[src/rtl/dt_cmp_pkg.sv]
// Shared mode encodings and default widths for the decision-tree node comparator.
package dt_cmp_pkg;
  localparam int FEAT_W_DEF = 32;
  localparam int THR_W_DEF  = 27;
  localparam int LANES_DEF  = 4;
  localparam int TAG_W_DEF  = 8;

  typedef enum logic [1:0] {
    CMP_ULE = 2'b00,
    CMP_ULT = 2'b01,
    CMP_SLE = 2'b10,
    CMP_SLT = 2'b11
  } cmp_mode_e;

  function automatic logic mode_signed(input cmp_mode_e m);
    return (m == CMP_SLE) || (m == CMP_SLT);
  endfunction

  function automatic logic mode_strict(input cmp_mode_e m);
    return (m == CMP_ULT) || (m == CMP_SLT);
  endfunction
endpackage

[src/rtl/dt_lane_compare.sv]
// One compare lane: widen the raw threshold to feature width, then apply the
// selected (un)signed <= / < relation.
module dt_lane_compare
  import dt_cmp_pkg::*;
#(
  parameter int FEAT_W = FEAT_W_DEF,
  parameter int THR_W  = THR_W_DEF
) (
  input  logic [FEAT_W-1:0] feature,
  input  logic [THR_W-1:0]  threshold,
  input  cmp_mode_e         mode,
  output logic              go_left
);
  logic [FEAT_W-1:0] thr_ext;
  logic              sgn, lt, eq;

  always_comb begin
    sgn     = mode_signed(mode);
    thr_ext = FEAT_W'(threshold);
    for (int b = THR_W; b < FEAT_W; b++) thr_ext[b] = sgn & threshold[THR_W-1];
    eq      = (feature == thr_ext);
    lt      = sgn ? ($signed(feature) < $signed(thr_ext)) : (feature < thr_ext);
    go_left = lt | (eq & ~mode_strict(mode));
  end
endmodule

[src/rtl/dt_node_comparator_pipe.sv]
// Two-stage valid/ready pipeline: S1 holds operands, S2 holds per-lane results,
// their popcount and the tag.
module dt_node_comparator_pipe
  import dt_cmp_pkg::*;
#(
  parameter int FEAT_W = FEAT_W_DEF,
  parameter int THR_W  = THR_W_DEF,
  parameter int LANES  = LANES_DEF,
  parameter int TAG_W  = TAG_W_DEF
) (
  input  logic                       clk,
  input  logic                       rst_n,
  input  logic                       in_valid,
  output logic                       in_ready,
  input  logic [LANES*FEAT_W-1:0]    in_feature,
  input  logic [LANES*THR_W-1:0]     in_threshold,
  input  logic [1:0]                 in_mode,
  input  logic [TAG_W-1:0]           in_tag,
  output logic                       out_valid,
  input  logic                       out_ready,
  output logic [LANES-1:0]           out_go_left,
  output logic [$clog2(LANES+1)-1:0] out_left_cnt,
  output logic [TAG_W-1:0]           out_tag
);
  localparam int CNT_W = $clog2(LANES+1);

  if (THR_W < 1 || THR_W > FEAT_W || LANES < 1) begin : g_bad_param
    $error("dt_node_comparator_pipe: illegal THR_W/FEAT_W/LANES combination");
  end

  logic [2:1]                    vld_pipe;
  logic [LANES-1:0][FEAT_W-1:0]  s1_feature;
  logic [LANES-1:0][THR_W-1:0]   s1_threshold;
  cmp_mode_e                     s1_mode;
  logic [TAG_W-1:0]              s1_tag;
  logic [LANES-1:0]              go_left;
  logic [CNT_W-1:0]              go_cnt;
  logic                          s2_ready, s1_adv, in_fire;

  // S2 can take a beat when empty or draining; S1 is ready under the same condition.
  assign s2_ready  = !vld_pipe[2] || out_ready;
  assign s1_adv    = vld_pipe[1] && s2_ready;
  assign in_ready  = !vld_pipe[1] || s2_ready;
  assign in_fire   = in_valid && in_ready;
  assign out_valid = vld_pipe[2];

  for (genvar i = 0; i < LANES; i++) begin : g_lane
    dt_lane_compare #(.FEAT_W(FEAT_W), .THR_W(THR_W)) u_cmp (
      .feature   (s1_feature[i]),
      .threshold (s1_threshold[i]),
      .mode      (s1_mode),
      .go_left   (go_left[i])
    );
  end

  always_comb begin
    go_cnt = '0;
    for (int i = 0; i < LANES; i++) go_cnt = go_cnt + CNT_W'(go_left[i]);
  end

  always_ff @(posedge clk or negedge rst_n) begin
    if (!rst_n) begin
      vld_pipe     <= '0;
      s1_feature   <= '0;
      s1_threshold <= '0;
      s1_mode      <= CMP_ULE;
      s1_tag       <= '0;
      out_go_left  <= '0;
      out_left_cnt <= '0;
      out_tag      <= '0;
    end else begin
      if (in_ready) vld_pipe[1] <= in_valid;
      if (s2_ready) vld_pipe[2] <= vld_pipe[1];
      if (in_fire) begin
        s1_feature   <= in_feature;
        s1_threshold <= in_threshold;
        s1_mode      <= cmp_mode_e'(in_mode);
        s1_tag       <= in_tag;
      end
      if (s1_adv) begin
        out_go_left  <= go_left;
        out_left_cnt <= go_cnt;
        out_tag      <= s1_tag;
      end
    end
  end
endmodule

[config.mk]
export PLATFORM = sky130hd
export DESIGN_NAME = dt_node_comparator_pipe
export DESIGN_NICKNAME = d
export VERILOG_FILES = /design/src/rtl/dt_cmp_pkg.sv /design/src/rtl/dt_lane_compare.sv /design/src/rtl/dt_node_comparator_pipe.sv
export SDC_FILE = /design/constraint.sdc
export NUM_CORES = 1
export LEC_CHECK = 0
export BUFFER_PORTS_ARGS = -buffer_cell sky130_fd_sc_hd__buf_2
export CAP_MARGIN = 20
export CORE_MARGIN = 2
export CORE_UTILIZATION = 49
export DETAILED_ROUTE_END_ITERATION = 12
export MAX_ROUTING_LAYER = met4
export PLACE_DENSITY = 0.82
export SYNTH_ARGS = -nofsm -noshare
export SYNTH_HDL_FRONTEND = slang
export SYNTH_HIERARCHICAL = 1
export SYNTH_SLANG_ARGS = --single-unit
[constraint.sdc]
create_clock -name clk -period 8.08 [get_ports clk]
set_clock_uncertainty 0.1 [all_clocks]
set_input_delay 1.616 -clock clk [delete_from_list [all_inputs] [get_ports clk]]
set_output_delay 1.616 -clock clk [all_outputs]
set_load 0.005 [all_outputs]
# Word level (Yosys, flattened, before mapping)

Cells that the tools add are included.

Memories kept: 0
RAM bits: 0
Latch bits: 0
Flip-flop bits (word level): 263
Output and inout bits: 17
Memory bits (read-only): 0

Equal/unequal tests: 7
Add/sub/neg operators: 3
$lt $le $gt $ge: 8
Div/mod/pow operators: 0
Reductions and logical operators: 8
Multipliers: 0
Muxes and demuxes: 4
Shifts and indexed selects: 0
Bitwise gates (word level): 13

Operator list:

| cell                 | number |
|---|---|
| $eq A32 B32 Y1       | 4 |
| $lt A32 B28 Y1       | 4 |
| $lt A32 B32 Y1       | 4 |
| $and A1 B1 Y1        | 8 |
| $eq A2 B2 Y1 const B | 2 |
| $logic_or A1 B1 Y1   | 4 |
| $mux W1              | 4 |
| $or A1 B1 Y1         | 4 |
| $add A2 B1 Y3        | 1 |
| $add A3 B1 Y3        | 1 |
| $add A1 B1 Y2        | 1 |
| $eq A2 B1 Y1 const B | 1 |
| $logic_and A1 B1 Y1  | 2 |
| $logic_not A1 Y1     | 2 |
| $not A1 Y1           | 1 |

# Longest topological paths before layout

Gate-level depths: netlist of the first run.

Word-level depth: 9
Gate-level depth with buffers: 14
Depth with buffers taken out: 14

# Hierarchy

Netlist of the first run, hierarchy kept.

By module, submodules not included:

| module                  | instances | sequential area each (µm²) | area an instance (µm²) | cells each |
|---|---|---|---|---|
| dt_node_comparator_pipe | 1         | 6581.3                     | 10892.9                | 566 |
| dt_lane_compare         | 4         | 0.0                        | 835.8                  | 113 |

# Least setup slack after synthesis of the first run

OpenSTA, ideal clock, no wires.

Kind: input -> output
Start: in out_ready
End: out in_ready
Path slack: 4.592 ns
Path buffers: 0
Stages on the path: 1
Arrival time: 1.772 ns
Cell sequence: nand3b_4

Word-level cells in the longest chain between the ends: 2

RTL lines:

| element            | line                          | source |
|---|---|---|
| start: declaration | dt_node_comparator_pipe.sv:20 | `input logic out_ready,` |
| $logic_or A1 B1 Y1 | dt_node_comparator_pipe.sv:41 | `assign s2_ready = !vld_pipe[2] \|\| out_ready;` |
| $logic_or A1 B1 Y1 | dt_node_comparator_pipe.sv:43 | `assign in_ready = !vld_pipe[1] \|\| s2_ready;` |
| end: declaration   | dt_node_comparator_pipe.sv:14 | `output logic in_ready,` |

No other way between the ends.

# Worst setup path after layout of the first run

Start: reg s1_mode[1]
End: reg out_left_cnt[1]

Word-level cells in the longest chain between the ends: 9
Elaborated cells on any way between the ends: 37

RTL lines:

| element                                      | line                                         | source |
|---|---|---|
| start: declaration                           | dt_node_comparator_pipe.sv:34                | `cmp_mode_e s1_mode;` |
| start signal: assignment                     | dt_node_comparator_pipe.sv:77                | `s1_mode <= cmp_mode_e'(in_mode);` |
| $eq A2 B2 Y1 (on tied branches)              | dt_cmp_pkg.sv:16, dt_cmp_pkg.sv:20           |  |
| $logic_or A1 B1 Y1                           | dt_cmp_pkg.sv:16                             | `return (m == CMP_SLE) \|\| (m == CMP_SLT);` |
| $and A1 B1 Y1                                | dt_lane_compare.sv:20                        | `for (int b = THR_W; b < FEAT_W; b++) thr_ext[b] = sgn & threshold[THR_W-1];` |
| $lt A32 B32 Y1, or another cell as far along | dt_lane_compare.sv:22                        | `lt = sgn ? ($signed(feature) < $signed(thr_ext)) : (feature < thr_ext);` |
| $mux W1 or $and A1 B1 Y1 (tied branches)     | dt_lane_compare.sv:22, dt_lane_compare.sv:23 |  |
| $or A1 B1 Y1 *                               | dt_lane_compare.sv:23                        | `go_left = lt \| (eq & ~mode_strict(mode));` |
| via go_left[0]                               | dt_node_comparator_pipe.sv:36                | `logic [LANES-1:0] go_left;` |
| $add A1 B1 Y2 *                              | dt_node_comparator_pipe.sv:58                | `for (int i = 0; i < LANES; i++) go_cnt = go_cnt + CNT_W'(go_left[i]);` |
| $add A2 B1 Y3 *                              | dt_node_comparator_pipe.sv:58                |  |
| $add A3 B1 Y3 *                              | dt_node_comparator_pipe.sv:58                |  |
| via go_cnt[1]                                | dt_node_comparator_pipe.sv:37                | `logic [CNT_W-1:0] go_cnt;` |
| end signal: assignment                       | dt_node_comparator_pipe.sv:82                | `out_left_cnt <= go_cnt;` |
| end: declaration                             | dt_node_comparator_pipe.sv:22                | `output logic [$clog2(LANES+1)-1:0] out_left_cnt,` |

The timed path passes the listed nets; every way through them passes the cells marked *.
A chain may end at the register's enable or synchronous reset.

==> results of run 1 <==
-- routing by layer --
layer  global-route usage [%]  up-vias
met5                        -        -
met4                     5.67        0
met3                     4.22       56
met2                     33.3      221
met1                     25.0     4218
li1                         -     4150
-- area by class of cell --
type | instances | area [sq um] | share of cell area, %
Inverter | 121 | 454 | 2.73
Clock inverter | 10 | 131 | 0.790
Multi-Input combinational cell | 606 | 6710 | 40.3
Clock buffer | 42 | 875 | 5.26
Sequential cell | 263 | 6580 | 39.6
Tap cell | 384 | 480 | 2.89
Antenna cell | 8 | 20.0 | 0.120
Timing Repair Buffer | 269 | 1390 | 8.35
-- stage by stage --
stage,worst slack [ns],hold slack (ns)
3_5_place_dp,3.88,0.388
5_1_grt,3.62,0.419
2_1_floorplan,4.59,0.364
4_1_cts,3.87,0.402
6_report,3.95,0.399
3_3_place_gp,3.93,0.377
-- final timing paths --
path | slack [ns] | depth (start not counted) | start | end
setup / recovery | 3.95 | 14 | s1_mode[1] | out_left_cnt[1]
hold / removal | 0.40 | 1 | out_go_left[1] | out_go_left[1]
setup reg to reg | 3.95 | 14 | s1_mode[1] | out_left_cnt[1]
hold reg to reg | 0.40 | 1 | out_go_left[1] | out_go_left[1]
max in group asynchronous | 5.54 | 2 | rst_n | s1_threshold[98]
min in group asynchronous | 1.00 | 1 | rst_n | s1_threshold[35]
-- critical path, cell delays in order (launching register included) --
cell      delay (ns)
dfrtp_1         0.71
nand2_1         0.27
ha_1            0.40
nand4_1         0.19
nor4_2          0.39
inv_1           0.12
nor2_1          0.17
nand4_1         0.10
o211ai_1        0.16
inv_1           0.11
fa_1            0.55
inv_1           0.05
ha_1            0.17
ha_1            0.26
mux2_2          0.25
-- report_power, final --
| group | leakage [nW] | internal [W] | switching [W] | total (W) |
|---|---|---|---|---|
| Sequential | 3.07 | 0.00153 | 0.000137 | 0.00167 |
| Clock | 0.499 | 0.000841 | 0.000527 | 0.00137 |
| Combinational | 5.07 | 0.000565 | 0.000462 | 0.00103 |
| Total | 8.64 | 0.00293 | 0.00113 | 0.00406 |
-- sequential cells by signal (all words and copies together), names as in the netlist --
register and count:
out_left_cnt 3, out_tag 8, s1_threshold 108, s1_feature 128
s1_mode 2, vld_pipe 2, s1_tag 8, out_go_left 4
-- logic make-up after synthesis --
logic type      Yosys count
compound gates          104
flops                   263
fa+ha+maj               131
simple gates            110
buf+inv                 149
mux                     261
-- cells in the final DEF, fill, tap and decap left out, types with 5 or more instances in the layout --
cell type	count
nand2_1	41
o21ai_1	8
mux2_4	200
inv_1	121
mux2_1	6
o21ai_0	8
a211oi_1	8
a21oi_1	48
clkbuf_16	29
nand4_1	24
clkbuf_8	10
clkinv_2	5
buf_2	265
nor4_2	8
nand3_1	12
a211o_1	8
diode_2	8
mux2_2	55
ha_1	130
dfrtp_1	263
==> impl_metrics.json, run 1 <==
{
  "chipHeight_um": 174,
  "synth-seq-cells": 263,
  "grt_overflow": 0,
  "viasPerCell": 5.08,
  "critPathKind": "reg2reg",
  "core_area_sq_mm": 0.0286,
  "crit_path_start_kind": "flip-flop",
  "rsz0062_at_grt": "false",
  "ys.flop_type": "dfrtp_1",
  "route.antenna.remaining_nets": 0,
  "ios": 267,
  "cts_root_buffer": "clkbuf_16",
  "wl_met1_um": 12800,
  "wl_per_cell_um": 17.3,
  "synthSimpleGateAreaFrac_pct": 4.98,
  "critical_path_arrival_ns": 4.45,
  "status": "finished clean",
  "hold_viol": 0,
  "dr.pass1.iters": 4,
  "fillCellCount": 2200,
  "drt_iter0_drc": 339,
  "cts_resized": 0,
  "synth_commonest_cells": "dfrtp_1 (263), mux2_4 (200), ha_1 (130)",
  "synth.area.top_cells": "dfrtp_1 (46%), mux2_4 (21%), ha_1 (11%)",
  "dpl.hpwl_um": 20900,
  "syn_nets": 1399,
  "avgSynthCellArea_sq_um": 14.0,
  "drc": 0,
  "cts_inserted_buffers": 29,
  "clk_pin_slew_worst_paths_ns": 0.06,
  "finalNonFillerCells": 1703,
  "area_growth_pct": 16.9,
  "synth_top_family_by_area": "multiplexers",
  "syn_inst": 1018,
  "async_flop_share_pct": 100,
  "ir_drop_v": 0.000174,
  "num_rows": 62,
  "cts_setup_buffers": 0,
  "routabilityCongestion": 0.787,
  "place.port_buffers": 266,
  "insertion_delay_ns": 0.54,
  "netlist_area_sq_mm": 0.0142,
  "yosysMostFrequentCell": "dfrtp_1",
  "synth_area_leader_cell": "dfrtp_1",
  "start_util_pct": 49.7,
  "die_area_sq_mm": 0.0304,
  "end_kind": "flip-flop",
  "yosys_warnings": 6,
  "slew_headroom_pct": 30.1,
  "synth_edf_count": 0,
  "grt_usage_pct": 20.1,
  "post_dp_cell_area_sq_mm": 0.0156,
  "die_width_um": 174,
  "clockBufferDepth": 3,
  "grt_pass1_vias": 9565,
  "finalCoreUtilization_pct": 58.1,
  "synth_top_area_share_pct": 46.2,
  "dp_cells": 1643,
  "worst_pin_slew_ns": 1.05,
  "drv_cap": 0,
  "postLayoutCellArea_sq_mm": 0.0166,
  "worstPathRequired_ns": 8.40,
  "cellLeakagePower_nw": 8.64,
  "synthAdderAreaFrac_pct": 11.6,
  "cts_sinks": 263,
  "muxShareOfSynthArea_pct": 25.9,
  "highest_layer": "met4",
  "ys_seq_area_share_pct": 46.2,
  "grt_pass1_wl_um": 48400,
  "min_period_ns": 4.13,
  "timing.fmax_ghz": 0.242,
  "antenna_found_initial": 6,
  "ctsHoldBuffers": 0,
  "cts_tree": "built",
  "synth_xor_area_share_pct": 0,
  "synth-compound-area-share_pct": 4.57,
  "num_vias": 8645,
  "finalSetupViolCount": 0,
  "hp-class": "reg2reg",
  "dr_wl_met2_um": 14100,
  "wl_met3_um": 1730,
  "h-tree-depth": 1,
  "report.final.slew_viol_count": 0,
  "nNetsFinal": 1671,
  "grt_max_degree": 154,
  "drive_gt1_share_pct": 45.7,
  "synthDistinctLibCells": 33,
  "min_period_over_period_pct": 51.1,
  "drt_wl_total_um": 29400,
  "cp_max_fo": 10,
  "power_density_mw_per_mm2": 244,
  "total_power_w": 0.00406,
  "tns_ns": 0
}
Note: power is estimated with default switching activity, not from simulation.
==> run 2: changes to the inputs <==
Settings changed: ABC_AREA from default to 1.
Clock period 8.08 ns to 3.95 ns, I/O delays scaled along.
==> run 2 against run 1 <==
Fmax increased by 22%. Hold slack lost 0.19 ns. Sequential share of layout area up 0.45 points. Critical path type unchanged. First-iteration DRC count grew to 2.5 times the previous value. Global-route usage increased by 3.3 points.
==> impl_metrics.json, run 2 <==
{
  "drive_gt1_share_pct": 18.0,
  "drt_wl_total_um": 33700,
  "cp_slowest_stage_delay_ns": 0.58,
  "r2r_slack_ns": 0.56,
  "synth_area_leader_cell": "dfrtp_1",
  "p_switching_w": 0.00256,
  "seqPwrFrac_pct": 41.4,
  "min_period_over_period_pct": 85.7,
  "grt_overflow": 0,
  "crit_path_start_kind": "flip-flop",
  "slew_headroom_pct": 34.5,
  "synth.area.top_cells": "dfrtp_1 (48%), nand2_1 (18%), ha_1 (12%)",
  "num_vias": 12000,
  "path_buf_inv": 2,
  "cts_tree": "built",
  "synth_commonest_cells": "nand2_1 (678), nand3_1 (274), dfrtp_1 (263)",
  "status": "finished clean",
  "cts_root_buffer": "clkbuf_16",
  "clk_pin_slew_worst_paths_ns": 0.06,
  "area_growth_pct": 18.8,
  "cp_common_cell": "nand2_1",
  "ff2ff_path_depth": 17,
  "combinationalPowerShare_pct": 24.5,
  "die_area_sq_mm": 0.0296,
  "synth-seq-cells": 263,
  "chipHeight_um": 172,
  "netlist_area_sq_mm": 0.0139,
  "min_period_ns": 3.39,
  "h-tree-depth": 1,
  "hp-class": "in2async",
  "clockBufferDepth": 3,
  "viasPerCell": 5.12,
  "cts_inserted_buffers": 29,
  "syn_inst": 1722,
  "timing.rr.start": "s1_mode[1]",
  "critical_path_arrival_ns": 3.71,
  "power_density_mw_per_mm2": 499,
  "biggestRegsByFlops": "s1_feature (128), s1_threshold (108)",
  "drt_iter0_drc": 860,
  "worstPathRequired_ns": 4.27,
  "grt_usage_pct": 23.4,
  "yosysMostFrequentCell": "nand2_1",
  "routabilityCongestion": 0.857,
  "multi_input_area_sq_mm": 0.00632,
  "start_util_pct": 49.9,
  "largest_reg_flops": 128,
  "synth_top_family_by_area": "simple AND/OR/NAND/NOR gates",
  "timing.fmax_ghz": 0.295,
  "antenna_found_initial": 1,
  "cts_sinks": 263,
  "drc": 0,
  "synth-compound-area-share_pct": 2.85,
  "avgSynthCellArea_sq_um": 8.04,
  "grt_max_degree": 115,
  "place.port_buffers": 266,
  "ctsHoldBuffers": 0,
  "largest-register": "s1_feature",
  "timing.rr.end": "out_left_cnt[1]",
  "mostFrequentLayoutCells": "nand2_1 (677), nand3_1 (274), buf_2 (264), dfrtp_1 (263), inv_1 (146)",
  "seqCellArea_sq_mm": 0.00658,
  "syn_nets": 2103,
  "num_rows": 61,
  "path_cells": "nand2_1 -> ha_1 -> a21oi_1 -> o21a_2 -> nand2_1 -> a21oi_2 -> nand2_1 -> nand2_1 -> nand2_1 -> nand2_1 -> inv_1 -> fa_1 -> inv_1 -> ha_1 -> ha_1 -> nand3_1 -> nand2_1",
  "die_width_um": 172,
  "ir_drop_v": 0.000328,
  "wl_per_cell_um": 14.4,
  "p_int_w": 0.00565,
  "cts_setup_buffers": 0,
  "yosys_warnings": 6,
  "end_kind": "flip-flop",
  "synth_top_area_share_pct": 47.5,
  "tns_ns": 0,
  "core_area_sq_mm": 0.0278,
  "fillCellCount": 2482,
  "finalSetupViolCount": 0,
  "dr.pass1.iters": 5,
  "synthAdderAreaFrac_pct": 11.9,
  "post_dp_cell_area_sq_mm": 0.0155,
  "worst_pin_slew_ns": 0.983,
  "p_clk_share_pct": 34.1,
  "cp_max_fo": 9,
  "async_flop_share_pct": 100,
  "rsz0062_at_grt": "false",
  "muxShareOfSynthArea_pct": 0,
  "cts_resized": 0,
  "insertion_delay_ns": 0.53,
  "report.final.slew_viol_count": 0,
  "grt_pass1_wl_um": 55200,
  "ys_seq_area_share_pct": 47.5,
  "postLayoutCellArea_sq_mm": 0.0164,
  "ios": 267,
  "final_common_cell": "nand2_1",
  "critPathKind": "reg2reg",
  "slowest_stage": "dfrtp_1",
  "route.antenna.remaining_nets": 0,
  "grt_pass1_vias": 11700,
  "cellLeakagePower_nw": 9.39,
  "finalNonFillerCells": 2346,
  "worstSetupPathDepth": 17,
  "switching_share_pct": 31.2,
  "drv_cap": 0,
  "ys.flop_type": "dfrtp_1",
  "path_delay_family": "adder cells",
  "dpl.hpwl_um": 23600,
  "nNetsFinal": 2327,
  "hold_viol": 0,
  "synthDistinctLibCells": 22,
  "dp_cells": 2293,
  "synth_xor_area_share_pct": 0,
  "synth_edf_count": 0,
  "synthSimpleGateAreaFrac_pct": 30.8
}
==> run 2: cell count changes after synthesis, sizes merged, moves of 5 or more <==
cell	before	now
buf	28	66
a211oi	8	0
o21ai	16	11
nand3	12	275
nand4	28	10
a211o	8	0
nor4	8	0
clkbuf	0	18
mux2	261	0
inv	121	154
nor2	4	50
nand2	42	682
==> run 2: layout make-up <==
| cell class | instances | share of cell area [%] |
|---|---|---|
| Antenna cell | 1 | 0.0152 |
| Clock buffer | 45 | 5.14 |
| Clock inverter | 7 | 0.837 |
| Inverter | 154 | 3.51 |
| Multi-Input combinational cell | 1221 | 38.4 |
| Sequential cell | 263 | 40.0 |
| Tap cell | 378 | 2.88 |
| Timing Repair Buffer | 277 | 9.17 |
==> run 2: worst max-delay path by stage <==
stage	startpoint	end	slack, ns
floorplan	s1_mode[1]	out_left_cnt[1]	1.07
global route	s1_mode[1]	out_left_cnt[1]	0.28
finish	s1_mode[1]	out_left_cnt[1]	0.56
detailed placement	s1_mode[1]	out_left_cnt[1]	0.55
global placement	s1_mode[1]	out_left_cnt[1]	0.74
CTS	s1_mode[1]	out_left_cnt[1]	0.52
==> run 2: worst reg2reg max path, stage by stage, from the launching register on <==
cell	delay [ns]
dfrtp_1	0.58
nand2_1	0.23
ha_1	0.37
a21oi_1	0.18
o21a_2	0.15
nand2_1	0.07
a21oi_2	0.13
nand2_1	0.07
nand2_1	0.06
nand2_1	0.05
nand2_1	0.10
inv_1	0.08
fa_1	0.48
inv_1	0.04
ha_1	0.17
ha_1	0.27
nand3_1	0.08
nand2_1	0.07
==> run 2: logic make-up (layout without fill, tap and decap cells) <==
family          after synthesis  count (layout)
buf+inv                     238             483
compound gates               71              71
other cells                   0               1
flops                       263             263
fa+ha+maj                   131             131
simple gates               1019            1019
==> run 2: stage by stage <==
step           worst slack, ns  power (W)  hold slack (ns)  utilization [%]
3_3_place_gp             0.739    0.00533            0.352             55.7
4_1_cts                  0.516    0.00829            0.238             59.2
2_1_floorplan             1.07    0.00475            0.342                -
5_1_grt                  0.284    0.00877            0.262             59.2
3_5_place_dp             0.548    0.00544            0.356             55.7
6_report                 0.563    0.00820            0.209             59.2
==> run 2: per-layer routing <==
layer,vias to the layer above,track usage [%],wire (um)
li1,5933,-,-
met1,5640,30.5,14600
met4,0,5.70,806
met2,375,39.1,16300
met5,-,-,0
met3,54,3.14,2000
==> run 2: power by group through the flow <==
stage               Combinational, W  Sequential [W]  Clock, W
CTS                          0.00204         0.00339   0.00286
global placement             0.00191         0.00341         0
finish                       0.00201         0.00339   0.00280
detailed placement           0.00201         0.00344         0
global route                 0.00236         0.00345   0.00297
floorplan                    0.00138         0.00337         0
==> run 3: changes to the inputs <==
Clock period 3.95 ns to 3.5 ns, I/O delays scaled along.
==> run 3 against run 2 <==
Combinational power increased by 14%. Highest routed layer unchanged. Critical endpoint unchanged. Worst setup slack worse by 0.27 ns. Sequential power grew 13%. Hold slack lost 0.17 ns. Clock power up 8.2%. Design area hardly changed. Largest cell class unchanged. Routed wire length fell by 0.57%. Non-clock buffer count stayed put. First-iteration DRC count decreased by 2.0%.
==> impl_metrics.json, run 3 (same netlist as run 2, synthesis figures left out) <==
{
  "status": "finished clean",
  "antenna_found_initial": 1,
  "biggestRegsByFlops": "s1_feature (128), s1_threshold (108)",
  "chipHeight_um": 172,
  "slew_headroom_pct": 46.2,
  "multi_input_area_sq_mm": 0.00632,
  "grt_pass1_vias": 11600,
  "critical_path_arrival_ns": 3.54,
  "dpl.hpwl_um": 23100,
  "drive_gt1_share_pct": 18.4,
  "mostFrequentLayoutCells": "nand2_1 (677), nand3_1 (274), buf_2 (265), dfrtp_1 (262), inv_1 (146)",
  "cellLeakagePower_nw": 9.40,
  "power_density_mw_per_mm2": 556,
  "grt_usage_pct": 23.1,
  "wl_per_cell_um": 14.3,
  "nNetsFinal": 2327,
  "r2r_slack_ns": 0.29,
  "routabilityCongestion": 0.872,
  "worstPathRequired_ns": 3.83,
  "dp_slack_ns": 0.133,
  "seqCellArea_sq_mm": 0.00658,
  "hold_viol": 0,
  "num_vias": 12000,
  "min_period_over_period_pct": 91.6,
  "largest_reg_flops": 128,
  "cts_inserted_buffers": 29,
  "dr.pass1.iters": 5,
  "hp-class": "in2async",
  "core_area_sq_mm": 0.0278,
  "ir_drop_v": 0.000310,
  "clockBufferDepth": 3,
  "grt_max_degree": 158,
  "cts_tree": "built",
  "grt_pass1_wl_um": 54500,
  "critPathKind": "reg2reg",
  "timing.fmax_ghz": 0.312,
  "largest-register": "s1_feature",
  "cts_root_buffer": "clkbuf_16",
  "place.port_buffers": 266,
  "fillCellCount": 2479,
  "ctsHoldBuffers": 0,
  "post_dp_cell_area_sq_mm": 0.0155,
  "drc": 0,
  "report.final.slew_viol_count": 0,
  "start_util_pct": 49.9,
  "area_growth_pct": 18.7,
  "min_period_ns": 3.21,
  "tns_ns": 0,
  "die_width_um": 172,
  "num_rows": 61,
  "worst_pin_slew_ns": 0.807,
  "postLayoutCellArea_sq_mm": 0.0164,
  "rsz0062_at_grt": "false",
  "finalSetupViolCount": 0,
  "end_kind": "flip-flop",
  "ios": 267,
  "layout_setup_ws_ns": 0.292,
  "drv_cap": 0,
  "route.antenna.remaining_nets": 0,
  "cp_max_fo": 6,
  "die_area_sq_mm": 0.0296,
  "h-tree-depth": 1,
  "clk_pin_slew_worst_paths_ns": 0.06,
  "crit_path_start_kind": "flip-flop",
  "final_common_cell": "nand2_1",
  "drt_iter0_drc": 843,
  "drt_wl_total_um": 33500,
  "insertion_delay_ns": 0.55,
  "cts_sinks": 263,
  "viasPerCell": 5.10,
  "grt_overflow": 0
}
run 3: worst paths after layout:
path / startpoint / end / cells past startpoint
worst max-delay path: s1_mode[1] / out_left_cnt[1] / 17
worst min register to register: s1_threshold[100] / s1_threshold[100] / 2
min in group clk: in_threshold[64] / s1_threshold[64] / 3
worst max register to register: s1_mode[1] / out_left_cnt[1] / 17
max in group asynchronous: rst_n / s1_feature[111] / 2
worst min-delay path: rst_n / s1_feature[14] / 1
run 3: layer usage:
| layer | GRT usage [%] | up-vias | share of wire, % | wire (um) |
|---|---|---|---|---|
| li1 | - | 5938 | - | - |
| met1 | 30.2 | 5623 | 44 | 14700 |
| met2 | 37.9 | 346 | 48 | 15900 |
| met3 | 3.75 | 60 | 6.2 | 2080 |
| met4 | 5.81 | 0 | 2.2 | 726 |
| met5 | - | - | 0 | 0 |
run 3: stage by stage:
step / utilization [%] / power (W) / hold slack [ns] / std cells
after floorplan: - / 0.00536 / 0.304 / 1722
after global placement: 55.7 / 0.00602 / 0.352 / 2292
after detailed placement: 55.7 / 0.00614 / 0.354 / 2292
after CTS: 59.2 / 0.00924 / 0.0579 / 2343
after global routing: 59.2 / 0.00977 / 0.0732 / 2345
final: 59.2 / 0.00914 / 0.0376 / 2346
run 3: critical path, cell delays in order, from the launching register on:
cell and delay [ns]:
dfrtp_2 0.45, nand2_1 0.17, ha_1 0.35, a21oi_1 0.20, o21a_2 0.16, nand2_1 0.06, a21oi_2 0.12, nand2_1 0.07
nand2_1 0.06, nand2_1 0.04, nand2_1 0.09, inv_1 0.08, fa_1 0.49, inv_1 0.05, ha_1 0.17, ha_1 0.27
nand3_1 0.08, nand2_1 0.07
run 3: report_power, final:
group          total (W)  switching [W]  internal [W]
registers        0.00383       0.000297       0.00353
clock network    0.00303        0.00121       0.00182
logic            0.00229        0.00138      0.000908
run 3: what timing repair did:
item                                    4_1_cts  5_1_grt
setup buffers                                 0        1
gates resized for setup                       0        1
hold endpoints to repair                      0        0
endpoints found under the setup margin        0        3
run 3: cell type report:
type | count | area share, %
Clock inverter | 10 | 0.631
Tap cell | 378 | 2.88
Sequential cell | 263 | 40.0
Clock buffer | 41 | 5.17
Timing Repair Buffer | 277 | 9.30
Antenna cell | 2 | 0.0304
Multi-Input combinational cell | 1221 | 38.4
Inverter | 154 | 3.51
